[config.mk]
export PLATFORM = sky130hd
export DESIGN_NAME = upsample_read_sched
export DESIGN_NICKNAME = d
export VERILOG_FILES = /design/src/rtl/upsample_pkg.sv /design/src/rtl/upsample_phase_ctr.sv /design/src/rtl/upsample_read_sched.sv
export SDC_FILE = /design/constraint.sdc
export NUM_CORES = 1
export LEC_CHECK = 0
export CAP_MARGIN = 20
export CORE_ASPECT_RATIO = 1.1
export CORE_MARGIN = 2
export CORE_UTILIZATION = 41
export DETAILED_ROUTE_END_ITERATION = 8
export PLACE_DENSITY = 0.76
export SYNTH_ARGS = -nofsm -noshare
export SYNTH_HDL_FRONTEND = slang
export SYNTH_SLANG_ARGS = --single-unit
[constraint.sdc]
create_clock -name clk -period 1.5 [get_ports clk]
set_clock_uncertainty 0.1 [all_clocks]
set_input_delay 0.375 -clock clk [delete_from_list [all_inputs] [get_ports clk]]
set_output_delay 0.375 -clock clk [all_outputs]
set_load 0.05 [all_outputs]
[src/rtl/upsample_pkg.sv]
// Shared constants for the zero-stuffing upsample read scheduler: state
// encodings, default widths and the optional underrun counter width.
package upsample_pkg;

    localparam int DEFAULT_DATA_W = 8;
    localparam int DEFAULT_L      = 4;
    localparam int UNDERRUN_CNT_W = 16;

    localparam logic [2:0] IDLE     = 3'd0;
    localparam logic [2:0] PRIME    = 3'd1;
    localparam logic [2:0] RUN      = 3'd2;
    localparam logic [2:0] UNDERRUN = 3'd3;
    localparam logic [2:0] DRAIN    = 3'd4;

    // Saturating increment for the underrun event counter.
    function automatic logic [UNDERRUN_CNT_W-1:0] sat_inc(input logic [UNDERRUN_CNT_W-1:0] v);
        if (v == {UNDERRUN_CNT_W{1'b1}}) begin
            sat_inc = v;
        end else begin
            sat_inc = v + UNDERRUN_CNT_W'(1);
        end
    endfunction

endpackage

[src/rtl/upsample_phase_ctr.sv]
// Mod-L phase counter with synchronous clear (dominant over enable) and a
// terminal-count flag raised while the count equals L-1.
module upsample_phase_ctr #(
    parameter int L     = 4,
    parameter int CNT_W = $clog2(L)
) (
    input  logic             clk,
    input  logic             rst_n,
    input  logic             clr,
    input  logic             en,
    output logic [CNT_W-1:0] cnt,
    output logic             tc
);

    localparam logic [CNT_W-1:0] LAST = CNT_W'(L - 1);

    logic [CNT_W-1:0] cnt_d;
    logic [CNT_W-1:0] cnt_q;

    // Next count: clear, wrap at L-1, or hold.
    always_comb begin
        cnt_d = cnt_q;
        if (clr) begin
            cnt_d = {CNT_W{1'b0}};
        end else if (en) begin
            if (cnt_q == LAST) begin
                cnt_d = {CNT_W{1'b0}};
            end else begin
                cnt_d = cnt_q + CNT_W'(1);
            end
        end else begin
            cnt_d = cnt_q;
        end
    end

    // Count register.
    always_ff @(posedge clk or negedge rst_n) begin
        if (!rst_n) begin
            cnt_q <= {CNT_W{1'b0}};
        end else begin
            cnt_q <= cnt_d;
        end
    end

    assign cnt = cnt_q;
    assign tc  = (cnt_q == LAST);

endmodule

[src/rtl/upsample_read_sched.sv]
// Symbol FIFO drain scheduler: one read every L clocks, symbol in phase 0 and
// zeros elsewhere. Define UPSAMPLE_UNDERRUN_CNT_EN to add the underrun_cnt output.
module upsample_read_sched #(
    parameter int DATA_W = upsample_pkg::DEFAULT_DATA_W,
    parameter int L      = upsample_pkg::DEFAULT_L,
    parameter int CNT_W  = $clog2(L)
) (
    input  logic              clk,
    input  logic              rst_n,
    input  logic              enable,
    input  logic              fifo_empty,
    input  logic [DATA_W-1:0] fifo_data,
    output logic              fifo_rd_en,
    output logic [DATA_W-1:0] sample_out,
    output logic              sample_valid,
    output logic [CNT_W-1:0]  phase,
    output logic              underrun,
    output logic              busy
`ifdef UPSAMPLE_UNDERRUN_CNT_EN
    ,
    output logic [upsample_pkg::UNDERRUN_CNT_W-1:0] underrun_cnt
`endif
);

    import upsample_pkg::*;

    localparam logic [CNT_W-1:0] LAST = CNT_W'(L - 1);

    logic [2:0]        state_d, state_q;
    logic              rd_pend_q;
    logic [DATA_W-1:0] sample_out_d, sample_out_q;
    logic              sample_valid_d, sample_valid_q;
    logic [CNT_W-1:0]  phase_d, phase_q;
    logic              rd_en_s, underrun_s, cnt_clr_s, cnt_en_s, drain_done_s;
    logic [CNT_W-1:0]  cnt_s;
    logic              tc_s;

    upsample_phase_ctr #(
        .L     (L),
        .CNT_W (CNT_W)
    ) u_phase_ctr (
        .clk   (clk),
        .rst_n (rst_n),
        .clr   (cnt_clr_s),
        .en    (cnt_en_s),
        .cnt   (cnt_s),
        .tc    (tc_s)
    );

    // DRAIN ends once the last phase of the final symbol is on the output.
    assign drain_done_s = (state_q == DRAIN) && ((phase_q == LAST) || !sample_valid_q);

    // Scheduler FSM; read and underrun decisions are taken only at cnt == L-1.
    always_comb begin
        state_d    = state_q;
        rd_en_s    = 1'b0;
        underrun_s = 1'b0;
        cnt_clr_s  = 1'b0;
        cnt_en_s   = 1'b0;
        case (state_q)
            IDLE: begin
                cnt_clr_s = 1'b1;
                if (enable) begin
                    state_d = PRIME;
                end else begin
                    state_d = IDLE;
                end
            end
            PRIME: begin
                cnt_clr_s = 1'b1;
                if (!enable) begin
                    state_d = IDLE;
                end else if (!fifo_empty) begin
                    rd_en_s = 1'b1;
                    state_d = RUN;
                end else begin
                    state_d = PRIME;
                end
            end
            RUN, UNDERRUN: begin
                cnt_en_s = 1'b1;
                if (tc_s) begin
                    if (!enable) begin
                        state_d = DRAIN;
                    end else if (!fifo_empty) begin
                        rd_en_s = 1'b1;
                        state_d = RUN;
                    end else begin
                        underrun_s = 1'b1;
                        state_d    = UNDERRUN;
                    end
                end else begin
                    state_d = state_q;
                end
            end
            DRAIN: begin
                cnt_en_s = 1'b1;
                if (drain_done_s) begin
                    state_d = IDLE;
                end else begin
                    state_d = DRAIN;
                end
            end
            default: begin
                cnt_clr_s = 1'b1;
                state_d   = IDLE;
            end
        endcase
    end

    // Output pipeline: a pending read places fifo_data in phase 0, otherwise zero-stuff.
    always_comb begin
        sample_out_d   = {DATA_W{1'b0}};
        sample_valid_d = 1'b0;
        phase_d        = {CNT_W{1'b0}};
        if (rd_pend_q) begin
            sample_out_d   = fifo_data;
            sample_valid_d = 1'b1;
            phase_d        = {CNT_W{1'b0}};
        end else begin
            sample_valid_d = sample_valid_q && !drain_done_s;
            if (sample_valid_d && (phase_q != LAST)) begin
                phase_d = phase_q + CNT_W'(1);
            end else begin
                phase_d = {CNT_W{1'b0}};
            end
        end
    end

    // State and output registers.
    always_ff @(posedge clk or negedge rst_n) begin
        if (!rst_n) begin
            state_q        <= IDLE;
            rd_pend_q      <= 1'b0;
            sample_out_q   <= {DATA_W{1'b0}};
            sample_valid_q <= 1'b0;
            phase_q        <= {CNT_W{1'b0}};
        end else begin
            state_q        <= state_d;
            rd_pend_q      <= rd_en_s;
            sample_out_q   <= sample_out_d;
            sample_valid_q <= sample_valid_d;
            phase_q        <= phase_d;
        end
    end

`ifdef UPSAMPLE_UNDERRUN_CNT_EN
    logic [UNDERRUN_CNT_W-1:0] underrun_cnt_d, underrun_cnt_q;

    // Underrun event counter, cleared when streaming is re-armed from IDLE.
    always_comb begin
        underrun_cnt_d = underrun_cnt_q;
        if ((state_q == IDLE) && (state_d == PRIME)) begin
            underrun_cnt_d = {UNDERRUN_CNT_W{1'b0}};
        end else if (underrun_s) begin
            underrun_cnt_d = sat_inc(underrun_cnt_q);
        end else begin
            underrun_cnt_d = underrun_cnt_q;
        end
    end

    // Underrun counter register.
    always_ff @(posedge clk or negedge rst_n) begin
        if (!rst_n) begin
            underrun_cnt_q <= {UNDERRUN_CNT_W{1'b0}};
        end else begin
            underrun_cnt_q <= underrun_cnt_d;
        end
    end

    assign underrun_cnt = underrun_cnt_q;
`endif

    assign fifo_rd_en   = rd_en_s;
    assign underrun     = underrun_s;
    assign busy         = (state_q != IDLE);
    assign sample_out   = sample_out_q;
    assign sample_valid = sample_valid_q;
    assign phase        = phase_q;

endmodule

==> results.md, run 1 <==
Status:
- The run finished, with violations left.
- The checks that failed: setup timing.

STA:
- The number of setup violations in the final report is 3.
- Of the available clock period, the critical path in the final layout requires 1.18.
- The max-slew violation count is 0.
- The number of hold violations in the final report came to 0.
- The highest clock rate is 0.567 GHz.
- The smallest clock period supported by the final layout is computed as 1.76 ns.
- For the pin with the worst max-slew slack, the measured transition is 0.275 ns.
- Setup repair after global routing could not meet its margin everywhere.
- The post-route worst setup slack is -0.263 ns.
- The relative max-transition margin is 0.817.
- Setup total negative slack on the finished layout was measured at -0.717 ns.

Setup path:
- STA classifies the critical path endpoint as an output pin.
- The highest net fanout along the worst path is 3.
- STA classifies the critical path startpoint as a flop.
- The critical path required time is 1.02 ns.
- The critical path data arrival time is 1.29 ns.
- The start point of the critical path is state_q[2].
- In this run the critical register-to-register path is launched from state_q[1].
- The worst setup path is of the reg -> out kind.

Synthesis:
- The xor-xnor portion of the synthesized cell area is 0.
- The mean cell area of the mapped netlist is 12.1 µm².
- The distinct cell type count of the synthesized netlist is 23.
- The synthesized netlist net count is 71.
- For this run, the number of Yosys warnings is 0.
- The main combinational cell family by area after synthesis is simple AND/OR/NAND/NOR gates.
- Of the total synthesized cell area, the portion taken by full adders, half adders and majority gates is 0.0362.
- Measured against the total synthesized area, the mux share comes to 0.0289.
- The area fraction in compound gates after synthesis was 0.0488.
- The part of the Yosys area used for sequential elements is 0.615.
- The cell count after synthesis is 57.
- The synthesized design contains 17 register bits.
- The area of the mapped netlist is 692 µm².
- The simple-gate share of the synthesized area is 0.237.

Floorplan:
- The core region is 1580 µm².
- The number of rows created at floorplan is 15.
- The die covers 2030 µm².
- For this configuration, the core starts out at a cell density of 0.439.
- The x dimension of the die is 43.2 µm.
- The number of ports placed on the die boundary is 26.
- The die is 47.1 µm tall.

Finish:
- In the layout the commonest cells are 15 x sky130_fd_sc_hd__dfrtp_1, 13 x sky130_fd_sc_hd__buf_12, 9 x sky130_fd_sc_hd__clkdlybuf4s50_1, 9 x sky130_fd_sc_hd__buf_4, 8 x sky130_fd_sc_hd__and2_1.
- The area growth from synthesis to layout is 78.8%.
- The net count of the finished layout is 108.
- Leaving out fill and tap cells, the most frequent cell in the layout is sky130_fd_sc_hd__dfrtp_1.
- The total inserted antenna cells is 0.
- In the final layout, the share of cells above drive strength 1 is 0.419.

Clocking:
- The TritonCTS clock tree is built.
- Clock-pin slew was measured on the worst setup and hold paths at 0.10 ns.
- The number of clock sinks is 17.
- The number of buffers added by the clock tree synthesis step is 3.
- The maximum number of buffers from clock root to sink is 2.
- The number of H-tree levels is 1.
- The worst-skew pair later-pin latency is 0.29 ns.
- In this run the clock root is driven by a sky130_fd_sc_hd__clkbuf_4.

Power:
- The reported leakage power is 0.551 nW.
- The total power divided by cell area is 1640 nW/µm².
- IR analysis of the VDD net gives a maximum drop of 1190 µV.
- The total power of the final layout is 2.03 mW.

Job:
- The max capacitance violation total is 0.

Detailed routing:
- In the final routed layout, each cell accounts on average for 13.9 µm.
- In the routed design, unresolved DRC markers number 0.
- The post-route antenna net violation count is 0.
- Summed over all layers, the routed wires come to 1.52 mm.
- The violation count after the first detailed-routing iteration is 15.
- Before antenna repair, the detailed router went through 4 iterations.
- The number of vias per cell is 4.96.
- The detailed-route via count is 546.

Global routing:
- Global routing finished with a remaining overflow of 0.
- The first global-routing pass estimated 2.58 mm of wire.
- Entering global routing, the biggest net connects 18 pins.
- The overall track demand over capacity in global routing is 0.177.
- The initial antenna violation count was 0.
- The number of global-route vias before repair is 588.

Placed design:
- The count of input and output buffers is 25.
- The congestion estimate from routability-driven global placement came to 0.729.
- Detailed placement finished with a half-perimeter wire length of 1.22 mm.

Min path:
- The class of the worst hold path is in -> async.
[critical path: stages, from the launching register on]
cell and delay, ns:
sky130_fd_sc_hd__dfrtp_1 0.41, sky130_fd_sc_hd__nand2b_4 0.17, sky130_fd_sc_hd__nor3_4 0.24, sky130_fd_sc_hd__buf_12 0.17
[repair_timing]
action / in CTS / in global routing
endpoints found under the setup margin: 3 / 3
pin swaps: 3 / 1
hold endpoints to repair: 0 / 0
hold buffers: 0 / 0
setup buffers: 1 / 0
resized for setup: 9 / 1
[final timing paths]
kind | depth (start not counted) | slack (ns) | end
min in group clk | 1 | 0.41 | phase[0]
max in group asynchronous | 2 | 0.81 | state_q[1]
worst min-delay path | 2 | 0.30 | rd_pend_q
worst max register to register | 5 | 0.19 | sample_valid
worst min register to register | 1 | 0.41 | phase[0]
worst max-delay path | 3 | -0.26 | fifo_rd_en
[metrics by stage]
stage               utilization  hold WS, ns  std cells  area [µm²]  setup slack, ns
floorplan                     -      -0.0206         57         719           -0.112
global placement          0.740        0.377        105        1170           -0.288
detailed placement        0.740        0.397        105        1170           -0.330
CTS                       0.784        0.300        110        1240           -0.283
global route              0.785        0.310        110        1240           -0.336
finish                    0.785        0.296        110        1240           -0.263
[sequential cells by signal, indices dropped and copies added, names as in the netlist]
| signal | flops |
|---|---|
| sample_valid | 1 |
| sample_out | 8 |
| u_phase_ctr.cnt | 2 |
| state_q | 3 |
| phase | 2 |
| rd_pend_q | 1 |
[kinds of logic after synthesis]
| group | after synthesis |
|---|---|
| and+or+nand+nor | 27 |
| DFF | 17 |
| AOI/OAI and AO/OA | 5 |
| buffers and inverters | 4 |
| muxes | 2 |
| adders and majority gates | 2 |
[synthesized netlist by cell type]
cell type,n,share of area
sky130_fd_sc_hd__o21ai_0,1,0.0072
sky130_fd_sc_hd__clkbuf_1,1,0.0054
sky130_fd_sc_hd__inv_1,1,0.0054
sky130_fd_sc_hd__nor2_1,1,0.0054
sky130_fd_sc_hd__nor3_1,4,0.029
sky130_fd_sc_hd__nand3_1,4,0.029
sky130_fd_sc_hd__ha_1,2,0.036
sky130_fd_sc_hd__nand2b_1,3,0.027
sky130_fd_sc_hd__nor3_2,1,0.014
sky130_fd_sc_hd__nor2_2,1,0.0090
sky130_fd_sc_hd__a21oi_1,1,0.0072
sky130_fd_sc_hd__or3_1,1,0.0090
sky130_fd_sc_hd__nor2b_1,1,0.0090
sky130_fd_sc_hd__nor3b_1,1,0.011
sky130_fd_sc_hd__buf_6,1,0.016
sky130_fd_sc_hd__a31oi_1,1,0.0090
sky130_fd_sc_hd__dfrtp_1,17,0.61
sky130_fd_sc_hd__buf_2,1,0.0072
sky130_fd_sc_hd__a21o_1,1,0.011
sky130_fd_sc_hd__and2_1,8,0.072
sky130_fd_sc_hd__a22o_2,1,0.014
sky130_fd_sc_hd__nand3b_1,2,0.022
sky130_fd_sc_hd__mux2i_1,2,0.029
[per-layer routing]
metal	vias up	routed length (µm)	GRT usage
li1	265	-	-
met2	14	866	0.322
met1	263	580	0.206
met3	4	36	0.0154
met5	-	0	0
met4	0	40	0.109
[cell type report]
| class | instances | area (µm²) |
|---|---|---|
| flip-flops and latches | 17 | 428 |
| well taps | 17 | 21.3 |
| fillers | 108 | 339 |
| repair buffers | 35 | 458 |
| clock buffers | 3 | 22.5 |
| multi-input cells | 36 | 299 |
| clock inverters | 1 | 5.00 |
| inverters | 1 | 3.75 |
[where the power goes]
group	switching, mW	internal [mW]	leakage (nW)
Combinational	0.531	0.546	0.313
Sequential	0.129	0.577	0.220
Clock	0.145	0.0991	0.0177
Note: power is estimated with default switching activity, not from simulation.
==> run 2, diff against run 1 <==
ABC_CLOCK_PERIOD_IN_PS = 1500   (was default)
CORE_MARGIN = 4   (was 2)
==> results.md, run 2 (same netlist as run 1, synthesis figures left out) <==
Status:
- The run finished, with violations left.
- The final reports fail on setup timing.

Setup path:
- The slack of the worst reg-to-reg path was 0.09 ns (-0.10 ns).
- Walking the worst path, the cells encountered are mux2i_4 -> nor3_4 -> buf_12.
- The largest stage delay on the critical path was 0.46 ns (+0.05 ns).
- The endpoint identified for the worst register-to-register timing path is rd_pend_q.
- The start of the worst register-to-register path is u_phase_ctr.cnt[0].
- The element type at the critical path start is a flop.
- The critical path start-end classification is reg -> out.
- The critical path required time was 1.02 ns (about the same).
- The nature of the critical path endpoint is an output pin.
- The critical path data arrival time is 1.31 ns (+0.02 ns).
- The capturing instance or port of the critical path is fifo_rd_en.
- The length in cells of the worst reg-to-reg path is 6 (+1).
- The highest net fanout along the worst path is 4 (+1).
- The most critical setup path has its startpoint at state_q[1].
- For this design, the slowest cell found on the critical path is sky130_fd_sc_hd__dfrtp_2.

Clocking:
- The number of hold buffers added after cts is 0 (unchanged).
- The number of clock sinks is 17 (unchanged).
- The cell sitting at the root of the clock tree is a sky130_fd_sc_hd__clkbuf_4.
- The number of H-tree levels came to 1 (unchanged).
- The worst-skew pair later-pin latency is 0.29 ns (about the same).
- TritonCTS built the clock tree.
- The maximum number of buffers from clock root to sink is 2 (unchanged).
- The clock edge transition at the registers on the reported setup and hold paths came to 0.10 ns (about the same).
- The number of buffers added by the clock tree synthesis step came to 3 (unchanged).

Finish:
- The number of nets in the layout came to 114 (+5.6%).
- The area growth from synthesis to layout is 86.3%.
- The flip-flop count of the largest register after layout was 8 (unchanged).
- The total inserted antenna cells is 0 (unchanged).
- The ratio of cells with drive above 1 in the final layout is 0.444 (+0.0251).
- The post-route core utilization came to 0.817 (+0.0325).
- Leaving out fill and tap cells, the most frequent cells in the layout are 15 x sky130_fd_sc_hd__dfrtp_1, 15 x sky130_fd_sc_hd__buf_4, 13 x sky130_fd_sc_hd__buf_12, 9 x sky130_fd_sc_hd__clkdlybuf4s50_1, 8 x sky130_fd_sc_hd__and2_1.

Detailed routing:
- The number of vias per cell was 5.04 (+1.6%).
- The final routed wirelength across all metal layers is 1.84 mm (+21%).
- The mean routed wirelength per cell is 15.9 µm (+14%).
- The post-detailed-route DRC marker count is 0 (unchanged).
- The detailed-route via count came to 585 (+7.1%).
- The violation count after the first detailed-routing iteration is 5 (-10).
- The post-route antenna net violation count is 0 (unchanged).
- The first-pass detailed-route iteration total is 4 (unchanged).

STA:
- The number of setup violations in the final report was 3 (unchanged).
- The clock period minus final worst setup slack is 1.78 ns (+0.0205 ns).
- The highest clock rate is 0.561 GHz (-1.1%).
- Setup repair after global routing could not meet its margin everywhere.
- The worst-margin pin slew came to 0.304 ns (+0.0290 ns).
- The relative max-transition margin is 0.797 (-0.0193).
- The max-slew violation count is 0 (unchanged).
- The post-route worst setup slack is -0.283 ns (-0.0205 ns).
- The post-route worst hold slack is 0.302 ns (+0.00608 ns).
- The final total negative setup slack is -0.784 ns (-0.0669 ns).
- The number of hold violations in the final report is 0 (unchanged).
- The final period utilization is 1.19 (+0.0136).

Global routing:
- The first-pass GRT wire length is 2.85 mm (+10%).
- The number of global-route vias before repair was 587 (-0.17%).
- The total overflow reported by the global router is 0 (unchanged).
- The pin count of the biggest net entering global routing is 18 (unchanged).
- The overall track demand over capacity in global routing is 0.169 (-0.00818).
- The initial antenna violation count is 0 (unchanged).

Power:
- The maximum resistive drop on vdd is 1140 µV (-4.0%).
- The reported leakage power is 0.580 nW (+5.1%).
- The total power divided by cell area is 1650 nW/µm² (+0.54%).

Placed design:
- The count of input and output buffers is 25 (unchanged).
- The detailed placer's ending HPWL came to 1.31 mm (+7.5%).
- The routability-driven placement congestion ratio was 0.721 (-1.2%).

Floorplan:
- The x dimension of the die came to 47.2 µm (+9.3%).
- The die height is 51.1 µm (+8.5%).
- The floorplan die area is 2410 µm² (+19%).
- The number of rows created at floorplan was 15 (unchanged).
- The initial core utilization is 0.439 (unchanged).
- The number of ports placed on the die boundary is 26 (unchanged).
- The placeable core region is 1580 µm² (unchanged).

Min path:
- The class of the worst hold path is in -> async.

Job:
- The max capacitance violation total is 0 (unchanged).
-- run 2: cell types whose count changed in the layout (fill, tap and decap cells not counted), sizes merged --
cell    delta
clkbuf     +1
clkinv     -1
buf        +6
-- run 2: worst max-delay path: cells and delay by family (launching register included) --
kind | cells | cell delay [ns]
simple gates | 1 | 0.19
flops | 1 | 0.46
mux | 1 | 0.20
buf+inv | 1 | 0.17
-- run 2: repair_timing --
item | CTS | global route
endpoints found under the hold margin | 0 | 0
pin swaps | 5 | 3
endpoints found under the setup margin | 3 | 3
setup buffers | 2 | 4
resized for setup | 11 | 0
-- run 2: how the worst min path moves through the flow --
| stage | slack, ns | end |
|---|---|---|
| after global routing | 0.30 | sample_out[5] |
| after detailed placement | 0.39 | phase[0] |
| after CTS | 0.30 | sample_out[7] |
| after floorplan | -0.02 | phase[0] |
| final | 0.30 | sample_out[2] |
| after global placement | 0.38 | phase[0] |
-- run 2: power breakdown --
group,internal (mW),total (mW),switching (mW)
Clock,0.103,0.245,0.142
Combinational,0.603,1.17,0.563
Sequential,0.577,0.710,0.133
Total,1.28,2.12,0.838
-- run 2: final cells by class --
type	instances	area (µm²)
clock buffers	4	26.3
fillers	93	288
inverters	1	3.75
multi-input cells	36	307
flip-flops and latches	17	428
well taps	17	21.3
repair buffers	41	503
-- run 2: per-layer routing --
metal	share of wire	global-route usage	up-vias
li1	-	-	275
met1	0.40	0.206	291
met2	0.55	0.296	15
met3	0.033	0.0106	4
met4	0.020	0.0691	0
met5	0	0	-
-- run 2: through the flow --
stage / instances / worst slack [ns] / instance area (µm²) / power (mW)
2_1_floorplan: 57 / -0.112 / 719 / 1.24
3_3_place_gp: 106 / -0.289 / 1170 / 1.68
3_5_place_dp: 106 / -0.314 / 1170 / 1.72
4_1_cts: 112 / -0.291 / 1260 / 2.07
5_1_grt: 116 / -0.343 / 1290 / 2.25
6_report: 116 / -0.283 / 1290 / 2.12
==> run 3, diff against run 2 <==
CORE_ASPECT_RATIO = 1.2   (was 1.1)
PLACE_DENSITY = default   (was 0.76)
PLACE_DENSITY_LB_ADDON = 0.2   (was default)
==> results.md, run 3 (same netlist as run 1, synthesis figures left out) <==
Global routing:
- The first-pass GRT wire length was 2.69 mm (-5.5%).
- The number of global-route vias before repair is 593 (+1.0%).
- The pin count of the biggest net entering global routing came to 18 (unchanged).
- The initial antenna violation count is 0 (unchanged).
- The overall track demand over capacity in global routing was 0.165 (-0.00386).
- The total overflow reported by the global router is 0 (unchanged).

STA:
- The relative max-transition margin was 0.798 (about the same).
- The number of hold violations in the final report is 0 (unchanged).
- The final period utilization was 1.19 (+0.00151).
- The post-route worst setup slack is -0.286 ns (-0.00227 ns).
- The highest clock rate came to 0.560 GHz (-0.13%).
- The post-route worst hold slack is 0.306 ns (+0.00365 ns).
- The number of setup violations in the final report is 3 (unchanged).
- The max-slew violation count is 0 (unchanged).
- The clock period minus final worst setup slack is 1.79 ns (+0.00227 ns).
- Setup repair after global routing could not meet its margin everywhere.
- The worst-margin pin slew came to 0.304 ns (-0.000186 ns).

Power:
- The switching part of the total power was 0.397 (+0.00149).
- The sequential share of power was 0.340 (+0.006).
- The reported leakage power was 0.570 nW (-1.7%).
- The logic gate share of total power is 0.541 (-0.009).
- The maximum resistive drop on vdd was 1100 µV (-4.1%).
- The internal power component was 1.26 mW (-1.9%).
- The net switching power came to 827 µW (-1.3%).
- The total power divided by cell area is 1630 nW/µm² (-0.82%).
- The power share of the clock group is 0.119 (+0.003).

Finish:
- The post-route core utilization was 0.788 (-0.0297).
- The ratio of cells with drive above 1 in the final layout came to 0.454 (+0.00916).
- The footprint of the multi-input gates is 307 µm² (unchanged).
- The final non-filler cell total is 115 (-0.86%).
- The total inserted antenna cells is 0 (unchanged).
- The flip-flop count of the largest register after layout is 8 (unchanged).
- The register area is 429 µm² (+0.29%).
- The number of nets in the layout was 112 (-1.8%).
- The area growth from synthesis to layout is 84.6%.
- Leaving out fill and tap cells, the most frequent cell in the layout is sky130_fd_sc_hd__dfrtp_1.
- The filler cell count is 92 (-1.1%).
- In the layout the commonest cells are 14 x sky130_fd_sc_hd__dfrtp_1, 13 x sky130_fd_sc_hd__buf_12, 13 x sky130_fd_sc_hd__buf_4, 9 x sky130_fd_sc_hd__clkdlybuf4s50_1, 8 x sky130_fd_sc_hd__and2_1.

Setup path:
- The critical path required time is 1.02 ns (about the same).
- The signal on the critical path passes through nand2b_4 -> nor3_4 -> buf_12.
- The critical path's top delay family is flip-flops.
- The critical path data arrival time is 1.31 ns (about the same).
- The buffering stage count on the worst path with inverters included is 1 (unchanged).
- The worst setup path is of the reg -> out kind.
- The element type at the critical path start is a flop.
- STA classifies the critical path endpoint as an output pin.
- The slowest library cell on the worst path is sky130_fd_sc_hd__dfrtp_2.
- The highest net fanout along the worst path was 4 (unchanged).
- The largest stage delay on the critical path is 0.45 ns (about the same).

Job:
- The max capacitance violation total is 0 (unchanged).

Clocking:
- The maximum number of buffers from clock root to sink is 2 (unchanged).
- The worst-skew pair later-pin latency came to 0.29 ns (about the same).
- The number of hold buffers added after cts is 0 (unchanged).
- The number of H-tree levels is 1 (unchanged).
- The cell sitting at the root of the clock tree is a sky130_fd_sc_hd__clkbuf_4.
- TritonCTS built the clock tree.
- The number of buffers added by the clock tree synthesis step was 3 (unchanged).
- The number of clock sinks is 17 (unchanged).
- The clock edge transition at the registers on the reported setup and hold paths is 0.10 ns (about the same).

Detailed routing:
- The mean routed wirelength per cell is 14.5 µm (-8.5%).
- The violation count after the first detailed-routing iteration is 0 (-5).
- The final routed wirelength across all metal layers is 1.67 mm (-9.3%).
- The post-route antenna net violation count came to 0 (unchanged).
- The detailed-route via count was 571 (-2.4%).
- The post-detailed-route DRC marker count is 0 (unchanged).
- The number of vias per cell was 4.97 (-1.5%).
- The first-pass detailed-route iteration total is 1 (-3).

Placed design:
- The worst setup timing slack at the placement stage came to -0.308 ns (+0.00554 ns).
- The routability-driven placement congestion ratio is 0.821 (+14%).
- The detailed placer's ending HPWL came to 1.19 mm (-9.1%).
- The count of input and output buffers is 25 (unchanged).
- The total instance count after detailed placement is 107 (+0.94%).

Floorplan:
- The number of ports placed on the die boundary was 26 (unchanged).
- The x dimension of the die is 45.5 µm (-3.5%).
- The number of rows created at floorplan is 16 (+1).
- The initial core utilization was 0.427 (-0.0122).
- The die height came to 53 µm (+3.7%).
- The floorplan die area is 2410 µm² (about the same).
- The placeable core region came to 1620 µm² (+2.9%).

Status:
- The checks that failed: setup timing.
- The run finished, with violations left.

Min path:
- The class of the worst hold path is in -> async.
run 3: cell count changes in the layout (fill, tap and decap cells not counted), sizes merged:
cell / before / now
clkbuf: 4 / 3
buf: 30 / 28
clkinv: 0 / 1
run 3: repair_timing:
action | in CTS | in global routing
pin swaps | 5 | 1
setup buffers | 3 | 1
setup endpoints to repair | 3 | 3
resized for setup | 12 | 0
run 3: stage by stage:
stage / power [mW] / setup TNS, ns / instance area, µm²
after floorplan: 1.24 / -0.262 / 719
after CTS: 2.09 / -0.875 / 1270
after global placement: 1.69 / -0.602 / 1170
after global routing: 2.20 / -1.04 / 1280
final: 2.09 / -0.823 / 1280
after detailed placement: 1.73 / -0.649 / 1170
run 3: final cells by class:
cell class | count | share of cell area
Inverter | 1 | 0.00294
Clock inverter | 1 | 0.00392
Tap cell | 18 | 0.0176
Clock buffer | 3 | 0.0176
Multi-Input combinational cell | 36 | 0.240
Timing Repair Buffer | 39 | 0.382
Sequential cell | 17 | 0.336
run 3: path summary, 6_finish.rpt:
path	from	end	slack [ns]	depth (start not counted)
max	state_q[2]	fifo_rd_en	-0.29	3
min	rst_n	sample_out[5]	0.31	2
max reg2reg	u_phase_ctr.cnt[0]	state_q[2]	0.11	6
min reg2reg	phase[0]	phase[0]	0.40	1
max in group asynchronous	rst_n	state_q[0]	0.80	2
min in group clk	phase[0]	phase[0]	0.40	1
run 3: per-layer routing:
layer  vias up  routed length, µm  global-route usage
li1        275                  -                   -
met1       270                669               0.185
met2        22                839               0.263
met3         4                106              0.0238
met4         0                 54               0.146
met5         -                  0                   0
run 3: power groups by stage:
stage / clock network [mW] / registers (mW) / logic [mW]
6_report: 0.248 / 0.710 / 1.13
4_1_cts: 0.256 / 0.706 / 1.13
2_1_floorplan: 0 / 0.848 / 0.396
5_1_grt: 0.276 / 0.728 / 1.20
3_3_place_gp: 0 / 0.710 / 0.984
3_5_place_dp: 0 / 0.719 / 1.01
